File: config.mk
export PLATFORM = sky130hd
export DESIGN_NAME = cpu_mem_sequencer
export DESIGN_NICKNAME = d
export VERILOG_FILES = /design/src/rtl/cpu_mem_sequencer.sv
export SDC_FILE = /design/constraint.sdc
export NUM_CORES = 1
export LEC_CHECK = 0
export BUFFER_PORTS_ARGS = -buffer_cell sky130_fd_sc_hd__clkbuf_2
export CORE_MARGIN = 2
export CORE_UTILIZATION = 35
export CTS_BUF_LIST = sky130_fd_sc_hd__clkbuf_2
export DETAILED_ROUTE_END_ITERATION = 8
export PLACE_DENSITY = 0.6
export SLEW_MARGIN = 20
export SYNTH_ARGS = -nofsm -noshare
export SYNTH_HDL_FRONTEND = slang
export SYNTH_SLANG_ARGS = --single-unit
File: constraint.sdc
create_clock -name clk -period 1.7 [get_ports clk]
set_input_delay 0.085 -clock clk [delete_from_list [all_inputs] [get_ports clk]]
set_output_delay 0.085 -clock clk [all_outputs]
set_load 0.01 [all_outputs]
File: src/rtl/cpu_mem_sequencer.sv
// cpu_mem_sequencer
// Turns one CPU memory request into two back-to-back SDRAM controller
// transactions: an instruction read at pc, then a data read or write at
// data_addr. The fetched instruction and the data-phase result are kept
// in registers and presented to the CPU.
//
// Ports:
//   clk, rst            system clock, synchronous active-high reset
//   pc, data_addr       CPU instruction / data addresses
//   data_in, write_en   CPU store data and store select
//   instr, read_data    last fetched instruction / data result (registered)
//   dram_addr           controller address (CPU address zero-extended)
//   dram_write_en       controller write request
//   dram_data_in        controller write data
//   dram_refresh_data   controller request level
//   dram_read_data      controller read data
//   dram_data_ready     one-cycle transaction-done pulse
module cpu_mem_sequencer #(
  parameter int ADDR_W      = 16,
  parameter int DATA_W      = 16,
  parameter int DRAM_ADDR_W = 25
) (
  input  logic                   clk,
  input  logic                   rst,
  input  logic [ADDR_W-1:0]      pc,
  input  logic [ADDR_W-1:0]      data_addr,
  input  logic [DATA_W-1:0]      data_in,
  input  logic                   write_en,
  output logic [DATA_W-1:0]      instr,
  output logic [DATA_W-1:0]      read_data,
  output logic [DRAM_ADDR_W-1:0] dram_addr,
  output logic                   dram_write_en,
  output logic [DATA_W-1:0]      dram_data_in,
  output logic                   dram_refresh_data,
  input  logic [DATA_W-1:0]      dram_read_data,
  input  logic                   dram_data_ready
);

  localparam logic [2:0] S_IDLE        = 3'd0;
  localparam logic [2:0] S_FETCH_INSTR = 3'd1;
  localparam logic [2:0] S_WAIT        = 3'd2;
  localparam logic [2:0] S_INSTR_OUT   = 3'd3;
  localparam logic [2:0] S_DATA_OUT    = 3'd4;

  localparam int PAD_W = DRAM_ADDR_W - ADDR_W;

  logic [2:0]        state_q, state_d;
  logic              got_instr_q, got_instr_d;
  logic [ADDR_W-1:0] snap_pc_q, snap_pc_d;
  logic [ADDR_W-1:0] snap_daddr_q, snap_daddr_d;
  logic [DATA_W-1:0] snap_din_q, snap_din_d;
  logic              snap_we_q, snap_we_d;
  logic [DATA_W-1:0] instr_q, instr_d;
  logic [DATA_W-1:0] read_data_q, read_data_d;
  logic              req_changed_s;

  // A new sequence is started only when the live request differs from the
  // one last serviced, so a held request is executed exactly once.
  assign req_changed_s = (pc != snap_pc_q) || (data_addr != snap_daddr_q) ||
                         (data_in != snap_din_q) || (write_en != snap_we_q);

  // Next-state and register-update logic of the sequencing FSM.
  always_comb begin
    state_d      = state_q;
    got_instr_d  = got_instr_q;
    snap_pc_d    = snap_pc_q;
    snap_daddr_d = snap_daddr_q;
    snap_din_d   = snap_din_q;
    snap_we_d    = snap_we_q;
    instr_d      = instr_q;
    read_data_d  = read_data_q;
    case (state_q)
      S_IDLE: begin
        if (req_changed_s) begin
          state_d      = S_FETCH_INSTR;
          snap_pc_d    = pc;
          snap_daddr_d = data_addr;
          snap_din_d   = data_in;
          snap_we_d    = write_en;
          got_instr_d  = 1'b0;
        end else begin
          state_d = S_IDLE;
        end
      end
      S_FETCH_INSTR: state_d = S_WAIT;
      S_WAIT: begin
        // got_instr tells which of the two transactions this ready closes.
        if (dram_data_ready) begin
          if (!got_instr_q) begin
            instr_d     = dram_read_data;
            got_instr_d = 1'b1;
            state_d     = S_INSTR_OUT;
          end else begin
            read_data_d = dram_read_data;
            state_d     = S_DATA_OUT;
          end
        end else begin
          state_d = S_WAIT;
        end
      end
      S_INSTR_OUT: state_d = S_WAIT;
      S_DATA_OUT:  state_d = S_IDLE;
      default:     state_d = S_IDLE;
    endcase
  end

  // Controller request outputs, decoded from state and the snapshot only so
  // that input changes mid-sequence never reach the controller.
  always_comb begin
    dram_refresh_data = 1'b0;
    dram_addr         = {{PAD_W{1'b0}}, snap_pc_q};
    dram_write_en     = 1'b0;
    case (state_q)
      S_FETCH_INSTR: begin
        dram_refresh_data = 1'b1;
      end
      S_WAIT: begin
        dram_refresh_data = 1'b1;
        if (got_instr_q) begin
          dram_addr     = {{PAD_W{1'b0}}, snap_daddr_q};
          dram_write_en = snap_we_q;
        end else begin
          dram_addr     = {{PAD_W{1'b0}}, snap_pc_q};
          dram_write_en = 1'b0;
        end
      end
      S_INSTR_OUT: begin
        dram_refresh_data = 1'b1;
        dram_addr         = {{PAD_W{1'b0}}, snap_daddr_q};
        dram_write_en     = snap_we_q;
      end
      default: begin
        dram_refresh_data = 1'b0;
      end
    endcase
  end

  assign dram_data_in = snap_din_q;
  assign instr        = instr_q;
  assign read_data    = read_data_q;

  // State, snapshot and result registers; reset abandons any sequence.
  always_ff @(posedge clk) begin
    if (rst) begin
      state_q      <= S_IDLE;
      got_instr_q  <= 1'b0;
      snap_pc_q    <= '0;
      snap_daddr_q <= '0;
      snap_din_q   <= '0;
      snap_we_q    <= 1'b0;
      instr_q      <= '0;
      read_data_q  <= '0;
    end else begin
      state_q      <= state_d;
      got_instr_q  <= got_instr_d;
      snap_pc_q    <= snap_pc_d;
      snap_daddr_q <= snap_daddr_d;
      snap_din_q   <= snap_din_d;
      snap_we_q    <= snap_we_d;
      instr_q      <= instr_d;
      read_data_q  <= read_data_d;
    end
  end

endmodule

# [After elaboration in Yosys (flattened, before gate mapping)]
# Cells that the tools add are included.
[word_totals] register_bits=85 in_bits=68 out_inout_bits=75 wordCells=41
[classes] n_eq_ne=9 n_mux=12 n_bitwise=1 n_reduce_logical=11
[op_table] cell="!= test 16 bit" count=3
[op_table] cell="one-hot mux 16 bit (2 select lines)" count=1
[op_table] cell="2-to-1 mux 16 bit" count=1
[op_table] cell="one-hot mux 3 bit (3 select lines)" count=1
[op_table] cell="AND reduction 3 bit" count=3
[op_table] cell="equality test 3 x 2 -> 1 bit (second input constant)" count=2
[op_table] cell="2-to-1 mux 3 bit" count=2
[op_table] cell="2-to-1 mux 1 bit" count=5
[op_table] cell="!= test 2 bit (second input constant)" count=2
[op_table] cell="one-hot mux 1 bit (2 select lines)" count=2
[op_table] cell="equality test 3 x 1 -> 1 bit (second input constant)" count=1
[op_table] cell="zero test 3 bit" count=1
[op_table] cell="logical OR 1 bit" count=3
[op_table] cell="OR reduction 3 bit" count=1
[op_table] cell="AND reduction 2 bit" count=1
[op_table] cell="nonzero test 2 bit" count=1
[op_table] cell="OR reduction 2 bit" count=1
[op_table] cell="!= test 1 bit" count=1
[op_table] cell="NOT 1 bit" count=1

# [Logic depth before layout (Yosys ltp)]
# Gate-level depths: netlist of the first run.
[depth] depth_word=6 mapped_depth=7 ltp_nobuf=6

# [Worst setup path after synthesis of the first run]
# Ideal clock, no wire load.
[synth_timing] kind="flip-flop to flip-flop" startpoint="register snap_din_q[6] (netlist: dram_data_in[6])" endpoint="register state_q[0]" setup_time_ns=0.115 t_arrival_ns=1.759 required_ns=1.585 setup_slack_ns=-0.173 stages_incl_launch_ff=8 path_buffers=1 synth_period_minus_slack_ns=1.873 path_cell_list="dfxtp_1 xor2_1 nor4_1 nand4_1 nor4_4 a2111oi_4 buf_6 o21a_1"
[synth_between] elab_chain_len=5
[synth_lines] item="start: declaration" line="51" source="logic [DATA_W-1:0] snap_din_q, snap_din_d;"
[synth_lines] item="start signal: assignment" line="158" source="snap_din_q <= snap_din_d;"
[synth_lines] item="!= test 16 bit" line="60" source="(data_in != snap_din_q) || (write_en != snap_we_q);"
[synth_lines] item="logical OR 1 bit" line="59" source="assign req_changed_s = (pc != snap_pc_q) || (data_addr != snap_daddr_q) ||"
[synth_lines] item="logical OR 1 bit" line="60"
[synth_lines] item="2-to-1 mux 1 bit" line="74" source="if (req_changed_s) begin"
[synth_lines] item="one-hot mux 3 bit (3 select lines)" line="72" source="case (state_q)"
[synth_lines] item="end signal: assignment" line="154" source="state_q <= state_d;"
[synth_lines] item="end: declaration" line="47" source="logic [2:0] state_q, state_d;"
# No other way between the ends.
# A chain may end at the register's enable or synchronous reset.

# [Worst setup path after layout of the first run]
[layout_timing] startpoint="register snap_daddr_q[14]" endpoint="register snap_din_q[7] (netlist: dram_data_in[7])"
[layout_between] elab_chain_len=5
[layout_lines] item="start: declaration" line="50" source="logic [ADDR_W-1:0] snap_daddr_q, snap_daddr_d;"
[layout_lines] item="start signal: assignment" line="157" source="snap_daddr_q <= snap_daddr_d;"
[layout_lines] item="!= test 16 bit" line="59"
[layout_lines] item="logical OR 1 bit (2 in a row)" line="59"
[layout_lines] item="logical OR 1 bit" line="60"
[layout_lines] item="AND reduction 2 bit (no source line)"
# No other way between the ends.

==> reports/results.tsv, run 1 <==
metric	value	unit
critical path startpoint category	register	
Pre-antenna DRT Iters	4	
Synth-to-Final Area Change	61.6	%
gate count after technology mapping	466	
per-cell via count in the routed design	4.64	
buffers from clock root to sink, at most	2	
type of the worst setup path	reg2reg	
total via count after detailed routing	4091	
filler-free cell count of the finished design	882	
maximum cell stage delay along the critical path	370	ps
maximum fanout encountered on the critical timing path	6	
top flip-flop cell by instance count after synthesis	sky130_fd_sc_hd__dfxtp_1	
iteration-0 DRC count of the detailed router	185	
row count	40	
Post-Syn Area per Cell	9.20	µm²
part of the power in the clock network	0.202	
setup violation total in the final timing report	68	
fraction of the mapped netlist area in compound gates	0.0467	
TritonCTS buffer count	9	
data required time at the worst endpoint	2180	ps
Final period util	1.22	
post-detailed-route wirelength per cell	14.7	µm
endpoint kind of the worst setup timing path	register	
Internal Dissipation	0.00361	W
Net Sw Frac	0.305	
maximum level of the CTS H-tree	3	
global-route wire length before repair	20400	µm
number of synthesized flops with an enable pin	0	
share of final-layout standard cells stronger than drive strength 1	0.396	
count of maximum capacitance violations	0	
flops & latches, synth	85	
global-route total usage across every layer	0.199	
clock network latency to the later pin of the worst-skew pair	550	ps
outcome	complete, but fails checks	
count of fill cells added during filler insertion	1012	
IO Count	143	
max-slew violations	0	
die width	115	µm
top cells by area in the synthesized netlist	sky130_fd_sc_hd__dfxtp_1, sky130_fd_sc_hd__nand2b_1, sky130_fd_sc_hd__mux2i_1, sky130_fd_sc_hd__xor2_1, sky130_fd_sc_hd__nand2_1	
placeable core area	12000	µm²
power density cells	750	nW/µm²
post-route minimum period	2080	ps
sink count of the clock tree	85	
area share of and/or/nand/nor cells after synthesis	0.250	
number of nets in the final layout	798	
cell count after placement	783	
worst path arrival time	2560	ps
total negative setup slack	-20210	ps
Clock Pin Slew Worst Setup and Hold Paths	220	ps
maximum operating frequency	481	MHz
DP HPWL	8120	µm
sequential-to-total area share from yosys stat	0.397	
overflow left after global routing	0	
share of the synthesized area in the top cell type	0.397	
synth unique cells	29	
post-detailed-route count of antenna-violating nets	0	
post-synth top area cell	sky130_fd_sc_hd__dfxtp_1	
ant diodes	0	
wire length reported by the detailed router	13000	µm
CTS tree	built	
remaining routing DRC violations	0	
class of the tightest hold or removal check	in2reg	
effective utilization at floorplan	0.357	
chain of cells forming the critical path	xor2_1, nor4_2, nand4_1, nor4_4, a2111oi_4, buf_4, buf_12, buf_16, mux2i_1	
Hold WS	98.3	ps
Total Die Area	13200	µm²
part of the power in combinational logic	0.361	
die span in y	115	µm
setup slack of the critical path after layout	-380	ps
via count of the first global-routing pass	4137	
violated checks	negative setup slack	
slowest stage cell, crit path	sky130_fd_sc_hd__dfxtp_2	
Syn Std Cell Area	4290	µm²
quantity of I/O buffers inserted on ports	133	
dominant delay contributor by cell family on the critical path	simple AND/OR/NAND/NOR gates	
area share of fa/ha/maj cells after synthesis	0	
setup repair after global routing missed its margin	true	
root buffer selected by CTS	sky130_fd_sc_hd__clkbuf_2	
share of synthesized registers carrying an async set or reset	0	
top post-synthesis cells by count	sky130_fd_sc_hd__nand2b_1, sky130_fd_sc_hd__dfxtp_1, sky130_fd_sc_hd__nand2_1	
fraction of synthesized cell area in xor and xnor cells	0.100	
Max Clock Skew	25.5	ps
most instantiated library cell after synthesis	sky130_fd_sc_hd__nand2b_1	
Switch Pwr	0.00159	W
dominant combinational cell family by area after synthesis	simple AND/OR/NAND/NOR gates	
share of cell area taken by muxes after synthesis	0.156	
highest ir drop seen on vdd	0.000509	V
critical path buffer and inverter count	3	
count of yosys warnings during synthesis	0	
sequential power share	0.437	
pin count of the biggest net entering global routing	135	
antenna violations before repair	0	
number of hold violations in the final report	0	
global placer's final weighted congestion	0.740	
leak pwr	3.17	nW
[through the flow]
stage	total power, W	worst slack, ps	utilization	instance area [µm²]
6_report	0.00520	-380	0.577	6930
5_1_grt	0.00546	-557	0.577	6930
4_1_cts	0.00513	-384	0.561	6740
3_5_place_dp	0.00359	-378	0.459	5510
3_3_place_gp	0.00356	-332	0.459	5510
2_1_floorplan	0.00302	-72.7	-	4320
[registers in the layout, summed over array words and instances (netlist names)]
signal and flops:
snap_we_q 1, got_instr_q 1, snap_pc_q 16, dram_data_in 16, snap_daddr_q 16, instr 16, read_data 16, state_q 3
[worst paths after layout]
path               startpoint              end  slack [ps]  cells after the start
max reg2reg  snap_daddr_q[14]  dram_data_in[7]        -380                      9
max          snap_daddr_q[14]  dram_data_in[7]        -380                      9
min                       rst       state_q[2]         100                      3
min reg2reg          instr[0]         instr[0]         470                      2
[kinds of logic (layout without fill, tap and decap cells)]
group                  count (synthesis)  count (layout)
AO/OA/AOI/OAI                         35              35
XOR/XNOR                              49              49
buffers and inverters                 37             298
flip-flops                            85              85
multiplexers                          65              65
other                                  1               9
AND/OR/NAND/NOR                      194             194
[power groups by stage]
stage / Clock, W / Combinational, W / Sequential (W)
floorplan: 0 / 0.000691 / 0.00233
CTS: 0.00110 / 0.00176 / 0.00227
finish: 0.00105 / 0.00188 / 0.00227
detailed placement: 0 / 0.00129 / 0.00230
global placement: 0 / 0.00127 / 0.00229
global route: 0.00117 / 0.00200 / 0.00229
[worst register-to-register path, stage by stage, from the launching register on]
cell and delay (ps):
sky130_fd_sc_hd__dfxtp_2 370, sky130_fd_sc_hd__xor2_1 160, sky130_fd_sc_hd__nor4_2 360, sky130_fd_sc_hd__nand4_1 190, sky130_fd_sc_hd__nor4_4 220, sky130_fd_sc_hd__a2111oi_4 130, sky130_fd_sc_hd__buf_4 170, sky130_fd_sc_hd__buf_12 130
sky130_fd_sc_hd__buf_16 140, sky130_fd_sc_hd__mux2i_1 170
[area by class of cell]
type | count | area (µm²) | share of cell area
repair buffers | 282 | 2320 | 0.335
clock inverters | 5 | 51.3 | 0.00740
clock buffers | 11 | 55.1 | 0.00795
flip-flops and latches | 85 | 1730 | 0.250
well taps | 147 | 184 | 0.0265
multi-input cells | 352 | 2590 | 0.373
[cells in the final DEF, fill, tap and decap left out, types with 2 or more instances in the layout]
cell / count
sky130_fd_sc_hd__buf_16: 7
sky130_fd_sc_hd__xor2_2: 7
sky130_fd_sc_hd__a21oi_1: 33
sky130_fd_sc_hd__xnor2_1: 14
sky130_fd_sc_hd__mux2_4: 16
sky130_fd_sc_hd__clkbuf_2: 126
sky130_fd_sc_hd__nand2_1: 66
sky130_fd_sc_hd__nand2b_1: 95
sky130_fd_sc_hd__xor2_1: 27
sky130_fd_sc_hd__nor4_4: 2
sky130_fd_sc_hd__dfxtp_1: 65
sky130_fd_sc_hd__clkinv_2: 2
sky130_fd_sc_hd__dfxtp_4: 2
sky130_fd_sc_hd__nor4_2: 6
sky130_fd_sc_hd__mux2i_2: 2
sky130_fd_sc_hd__nor2_1: 5
sky130_fd_sc_hd__buf_12: 7
sky130_fd_sc_hd__buf_6: 22
sky130_fd_sc_hd__or2b_1: 3
sky130_fd_sc_hd__nand4_1: 5
sky130_fd_sc_hd__dfxtp_2: 18
sky130_fd_sc_hd__mux2i_1: 47
sky130_fd_sc_hd__dlygate4sd3_1: 66
sky130_fd_sc_hd__conb_1: 9
sky130_fd_sc_hd__nor4_1: 2
sky130_fd_sc_hd__buf_4: 63
[routing by layer]
layer  share of wire  global-route usage  vias to the layer above
met5               0                   0                        -
met4           0.016              0.0506                        0
met3           0.077              0.0656                       15
met2            0.48               0.348                      146
met1            0.42               0.236                     1900
li1                -                   -                     2030
[what timing repair did]
action	in CTS	in global routing
setup endpoints to repair	68	84
gates cloned	7	1
hold buffers	66	0
buffers inserted	10	3
resized for setup	59	41
endpoints found under the hold margin	83	0
pin swaps	9	1
Power figures use the tool's default switching activity.
==> run 2: changes to the inputs <==
--- a/config.mk
+++ b/config.mk
@@ -9,8 +9,9 @@
 export CORE_MARGIN = 2
 export CORE_UTILIZATION = 35
 export CTS_BUF_LIST = sky130_fd_sc_hd__clkbuf_2
+export CTS_CLUSTER_DIAMETER = 120
 export DETAILED_ROUTE_END_ITERATION = 8
-export PLACE_DENSITY = 0.6
+export PLACE_DENSITY = 0.58
 export SLEW_MARGIN = 20
 export SYNTH_ARGS = -nofsm -noshare
 export SYNTH_HDL_FRONTEND = slang
==> constraint.sdc (replaced) <==
create_clock -name clk -period 2.4 [get_ports clk]
set_input_delay 0.12 -clock clk [delete_from_list [all_inputs] [get_ports clk]]
set_output_delay 0.12 -clock clk [all_outputs]
set_load 0.01 [all_outputs]
==> run 2 against run 1 <==
Net effect:
- the flow now finishes without violations
- critical path type is now reg2out
- via count is 8.1% lower
- first-iteration DRC count is 1.1% higher
- cell count is 8.3% lower
- total power is 36% lower
- clock-buffer cell count is 2 lower
==> reports/results.tsv, run 2 (synthesis gave the netlist of run 1 again) <==
metric	value	unit	change
outcome	completed		was complete, but fails checks
hold endpoint	state_q[2]		unchanged
count of fill cells added during filler insertion	1144		was 1012
leading cell types in the layout, fill and taps excluded	sky130_fd_sc_hd__clkbuf_2, sky130_fd_sc_hd__nand2b_1, sky130_fd_sc_hd__dfxtp_1		was sky130_fd_sc_hd__clkbuf_2, sky130_fd_sc_hd__nand2b_1, sky130_fd_sc_hd__nand2_1, sky130_fd_sc_hd__dlygate4sd3_1, sky130_fd_sc_hd__dfxtp_1
beginning of the worst register-to-register path	snap_daddr_q[4]		was snap_daddr_q[14]
leak pwr	2.64	nW	was 3.17 nW
global-route wire length before repair	18900	µm	was 20400 µm
Max Clock Skew	33.6	ps	was 25.5 ps
row count	40		unchanged
antenna violations before repair	0		unchanged
remaining routing DRC violations	0		unchanged
Hold Path Origin	rst		unchanged
endpoint kind of the worst setup timing path	output pin		was register
maximum fanout encountered on the critical timing path	17		was 6
Pre-antenna DRT Iters	4		unchanged
sink count of the clock tree	85		unchanged
die width	115	µm	unchanged
DP HPWL	8090	µm	was 8120 µm
overflow left after global routing	0		unchanged
wire length reported by the detailed router	11600	µm	was 13000 µm
global placer's final weighted congestion	0.755		was 0.740
class of the tightest hold or removal check	in2reg		unchanged
number of hold violations in the final report	0		unchanged
effective utilization at floorplan	0.357		unchanged
Hold Path Depth	2		was 3
iteration-0 DRC count of the detailed router	187		was 185
final design instance area without fill	5880	µm²	was 6930 µm²
type of the worst setup path	reg2out		was reg2reg
global-route total usage across every layer	0.184		was 0.199
share of final-layout standard cells stronger than drive strength 1	0.278		was 0.396
met2 wirelength from detailed routing	5440	µm	was 6290 µm
maximum operating frequency	438	MHz	
r2r worst-path depth	9		unchanged
post-route minimum period	2280	ps	
Reg2Reg Setup Slack	130	ps	was -380 ps
critical path startpoint category	register		unchanged
IO Count	143		unchanged
Slew headroom	0.439		
combined area of the multi-input logic cells	2430	µm²	was 2590 µm²
reg-to-reg critical path endpoint	dram_data_in[5]		was dram_data_in[7]
power density cells	568	nW/µm²	was 750 nW/µm²
setup slack of the critical path after layout	118	ps	was -380 ps
Total Die Area	13200	µm²	unchanged
register cell area after layout	1700	µm²	was 1730 µm²
data required time at the worst endpoint	2280	ps	was 2180 ps
ant diodes	0		unchanged
root buffer selected by CTS	sky130_fd_sc_hd__clkbuf_2		unchanged
TritonCTS buffer count	9		unchanged
worst path arrival time	2160	ps	was 2560 ps
placed instance area	5040	µm²	was 5510 µm²
per-cell via count in the routed design	4.65		was 4.64
worst-margin pin slew	842	ps	
CTS tree	built		unchanged
post-detailed-route wirelength per cell	14.4	µm	was 14.7 µm
total via count after detailed routing	3759		was 4091
highest ir drop seen on vdd	0.000340	V	was 0.000509 V
Post-Route Utilization	0.489		was 0.577
post-detailed-route count of antenna-violating nets	0		unchanged
Final period util	0.951		
placeable core area	12000	µm²	unchanged
via count of the first global-routing pass	3918		was 4137
clock network latency to the later pin of the worst-skew pair	600	ps	was 550 ps
die span in y	115	µm	unchanged
setup violation total in the final timing report	0		was 68
quantity of I/O buffers inserted on ports	133		unchanged
Synth-to-Final Area Change	37.0	%	was 61.6%
cell count after placement	726		was 783
filler-free cell count of the finished design	809		was 882
count of maximum capacitance violations	0		unchanged
maximum level of the CTS H-tree	3		unchanged
Clock Pin Slew Worst Setup and Hold Paths	250	ps	was 220 ps
most common cell after layout, fill and taps aside	sky130_fd_sc_hd__clkbuf_2		unchanged
pin count of the biggest net entering global routing	114		was 135
max-slew violations	0		unchanged
wire length on met3	802	µm	was 997 µm
Hold WS	123	ps	was 98.3 ps
pre-CTS setup slack	71.4	ps	was -378 ps
number of nets in the final layout	726		was 798
highest routing layer actually used	met4		unchanged
met1 WL	5230	µm	was 5500 µm
buffers from clock root to sink, at most	2		unchanged
run 2: changes by cell type in the layout (fill, tap and decap cells not counted), moves of 6 or more:
cell | previous run | this run
sky130_fd_sc_hd__dfxtp_2 | 18 | 0
sky130_fd_sc_hd__dfxtp_1 | 65 | 85
sky130_fd_sc_hd__mux2_4 | 16 | 0
sky130_fd_sc_hd__mux2_2 | 0 | 16
sky130_fd_sc_hd__xor2_2 | 7 | 0
sky130_fd_sc_hd__buf_12 | 7 | 1
sky130_fd_sc_hd__xor2_1 | 27 | 34
sky130_fd_sc_hd__clkbuf_2 | 126 | 141
sky130_fd_sc_hd__buf_16 | 7 | 0
sky130_fd_sc_hd__buf_6 | 22 | 1
sky130_fd_sc_hd__buf_4 | 63 | 10
run 2: worst max-delay path by stage:
stage | from | end | cells after the start
CTS | snap_pc_q[13] | dram_data_in[5] | 8
finish | got_instr_q | dram_addr[9] | 5
floorplan | dram_data_in[6] | state_q[0] | 7
global route | snap_pc_q[9] | dram_data_in[5] | 9
detailed placement | snap_pc_q[13] | dram_data_in[5] | 8
global placement | snap_pc_q[13] | dram_data_in[12] | 8
run 2: what timing repair did:
action | CTS | global route
gates resized for setup | 0 | 5
setup endpoints to repair | 0 | 60
hold endpoints to repair | 83 | 0
hold buffers | 66 | 0
setup buffers | 0 | 2
run 2: critical path, stage by stage, from the launching register on:
cell                       delay (ps)
sky130_fd_sc_hd__dfxtp_1          490
sky130_fd_sc_hd__nor2_1            90
sky130_fd_sc_hd__nor3b_2          210
sky130_fd_sc_hd__buf_6            250
sky130_fd_sc_hd__mux2_2           380
sky130_fd_sc_hd__clkbuf_2         140
run 2: cell type report:
class | count | area share
multi-input combinational | 352 | 0.414
clock buffer | 9 | 0.00766
tap | 147 | 0.0313
clock inverter | 6 | 0.0151
timing repair buffer | 210 | 0.243
sequential | 85 | 0.289
run 2: routing by layer:
layer | vias up | global-route usage
met1 | 1747 | 0.225
met5 | - | 0
li1 | 1888 | -
met3 | 15 | 0.0656
met2 | 109 | 0.308
met4 | 0 | 0.0490
run 2: stage by stage:
| stage | TNS, ps | power [W] |
|---|---|---|
| 4_1_cts | 0 | 0.00336 |
| 2_1_floorplan | 0 | 0.00214 |
| 3_3_place_gp | 0 | 0.00238 |
| 5_1_grt | -26.0 | 0.00353 |
| 6_report | 0 | 0.00334 |
| 3_5_place_dp | 0 | 0.00240 |
run 2: report_power, final:
group | internal [W] | switching (W)
registers | 0.00152 | 0.0000979
logic | 0.000440 | 0.000412
clock network | 0.000337 | 0.000528
==> run 3: changes to the inputs <==
--- a/config.mk
+++ b/config.mk
@@ -12,6 +12,7 @@
 export CTS_CLUSTER_DIAMETER = 120
 export DETAILED_ROUTE_END_ITERATION = 8
 export PLACE_DENSITY = 0.58
+export SETUP_SLACK_MARGIN = 0.3
 export SLEW_MARGIN = 20
 export SYNTH_ARGS = -nofsm -noshare
 export SYNTH_HDL_FRONTEND = slang
==> run 3 against run 2 <==
Net effect:
- non-clock buffer count up 17
- cell count up 2.1%
- maximum frequency up 10%
- first-iteration DRC count down 10%
- via count up 3.5%
- clock skew up 5.6 ps
- worst hold slack worse by 4.2 ps
- final area up 8.3%
- flip-flop and latch count unchanged
- total power up 6.5%
- largest cell class unchanged
==> reports/results.tsv, run 3 (synthesis gave the netlist of run 1 again) <==
metric	value	unit	change
outcome	completed		unchanged
class of the tightest hold or removal check	in2reg		unchanged
setup violation total in the final timing report	0		unchanged
Clock Pin Slew Worst Setup and Hold Paths	250	ps	about the same
share of final-layout standard cells stronger than drive strength 1	0.324		was 0.278
antenna violations before repair	0		unchanged
global-route total usage across every layer	0.190		was 0.184
Total Die Area	13200	µm²	unchanged
overflow left after global routing	0		unchanged
post-detailed-route count of antenna-violating nets	0		unchanged
setup repair after global routing missed its margin	true		
CTS tree	built		unchanged
die width	115	µm	unchanged
post-route minimum period	2070	ps	was 2280 ps
pre-CTS setup slack	71.4	ps	unchanged
Pre-antenna DRT Iters	4		unchanged
type of the worst setup path	reg2out		unchanged
critical path buffer and inverter count	3		was 2
endpoint kind of the worst setup timing path	output pin		unchanged
Hold Path Origin	rst		unchanged
via count of the first global-routing pass	4002		was 3918
iteration-0 DRC count of the detailed router	168		was 187
quantity of I/O buffers inserted on ports	133		unchanged
setup slack of the critical path after layout	329	ps	was 118 ps
power density cells	558	nW/µm²	was 568 nW/µm²
global placer's final weighted congestion	0.755		unchanged
pin count of the biggest net entering global routing	114		unchanged
critical path startpoint category	register		unchanged
highest ir drop seen on vdd	0.000317	V	was 0.000340 V
maximum operating frequency	483	MHz	was 438 MHz
per-cell via count in the routed design	4.71		was 4.65
clock network latency to the later pin of the worst-skew pair	600	ps	about the same
dominant delay contributor by cell family on the critical path	buffers and inverters		was flip-flops
slowest stage cell, crit path	sky130_fd_sc_hd__dfxtp_4		was sky130_fd_sc_hd__dfxtp_1
worst-margin pin slew	855	ps	was 842 ps
max-slew violations	0		unchanged
effective utilization at floorplan	0.357		unchanged
total via count after detailed routing	3891		was 3759
chain of cells forming the critical path	nor2_2, nor3b_2, buf_6, buf_8, mux2_4, buf_8		was nor2_1, nor3b_2, buf_6, mux2_2, clkbuf_2
post-detailed-route wirelength per cell	15.2	µm	was 14.4 µm
count of fill cells added during filler insertion	1086		was 1144
worst path arrival time	1950	ps	was 2160 ps
leak pwr	2.85	nW	was 2.64 nW
beginning of the worst register-to-register path	dram_data_in[2]		was snap_daddr_q[4]
Final period util	0.863		was 0.951
Slew headroom	0.430		was 0.439
startpoint of the most critical setup path	got_instr_q		unchanged
leading cell types in the layout, fill and taps excluded	sky130_fd_sc_hd__clkbuf_2, sky130_fd_sc_hd__nand2b_1, sky130_fd_sc_hd__dfxtp_1		unchanged
IO Count	143		unchanged
number of nets in the final layout	743		was 726
Synth-to-Final Area Change	48.4	%	was 37.0%
total negative setup slack	0	ps	unchanged
wire length reported by the detailed router	12600	µm	was 11600 µm
number of hold violations in the final report	0		unchanged
row count	40		unchanged
die span in y	115	µm	unchanged
maximum level of the CTS H-tree	3		unchanged
global-route wire length before repair	19400	µm	was 18900 µm
data required time at the worst endpoint	2280	ps	about the same
buffers from clock root to sink, at most	2		unchanged
Max Clock Skew	39.2	ps	was 33.6 ps
maximum cell stage delay along the critical path	400	ps	was 490 ps
sink count of the clock tree	85		unchanged
maximum fanout encountered on the critical timing path	5		was 17
count of maximum capacitance violations	0		unchanged
most common cell after layout, fill and taps aside	sky130_fd_sc_hd__clkbuf_2		unchanged
placeable core area	12000	µm²	unchanged
remaining routing DRC violations	0		unchanged
cell repeated most along the worst path	sky130_fd_sc_hd__buf_8		
ant diodes	0		unchanged
root buffer selected by CTS	sky130_fd_sc_hd__clkbuf_2		unchanged
TritonCTS buffer count	9		unchanged
DP HPWL	8090	µm	unchanged
==> run 3: layer usage <==
metal  vias up  wire, µm  track usage  share of wire
met1      1832      5370        0.231           0.43
met3        15       883       0.0662          0.070
met5         -         0            0              0
met4         0       181       0.0490          0.014
met2       124      6140        0.321           0.49
li1       1920         -            -              -
==> run 3: final timing paths <==
| check | to | slack [ps] | cells past startpoint |
|---|---|---|---|
| max | dram_addr[9] | 330 | 6 |
| min | state_q[2] | 120 | 2 |
| max reg2reg | state_q[0] | 360 | 8 |
| min reg2reg | state_q[1] | 470 | 1 |
==> run 3: per-stage QoR <==
| stage | instance area, µm² | instances | power, W | utilization | hold slack [ps] |
|---|---|---|---|---|---|
| 6_report | 6370 | 826 | 0.00355 | 0.530 | 119 |
| 2_1_floorplan | 4320 | 474 | 0.00214 | - | 256 |
| 3_5_place_dp | 5040 | 726 | 0.00240 | 0.420 | 361 |
| 3_3_place_gp | 5040 | 726 | 0.00238 | 0.420 | 359 |
| 4_1_cts | 6120 | 819 | 0.00347 | 0.510 | 81.6 |
| 5_1_grt | 6370 | 826 | 0.00375 | 0.530 | 85.6 |
==> run 3: final cells by class <==
class                           instances  area [µm²]  area share
Multi-Input combinational cell        352        2540       0.399
Clock buffer                            9        45.0     0.00708
Tap cell                              147         184      0.0289
Timing Repair Buffer                  227        1780       0.280
Clock inverter                          6        88.8      0.0140
Sequential cell                        85        1730       0.271
==> run 3: timing repair <==
item                       4_1_cts  5_1_grt
setup buffers                    9        4
hold buffers                    66        0
hold endpoints to repair        83        0
pin swaps                        5        5
gates resized for setup         44       47
setup endpoints to repair       64       68
cloned                           3        3
==> run 3: where the power goes <==
group	internal, W	switching [W]	total (W)
combinational	0.000591	0.000469	0.00106
sequential	0.00152	0.0000987	0.00162
clock	0.000337	0.000534	0.000871
total	0.00245	0.00110	0.00355
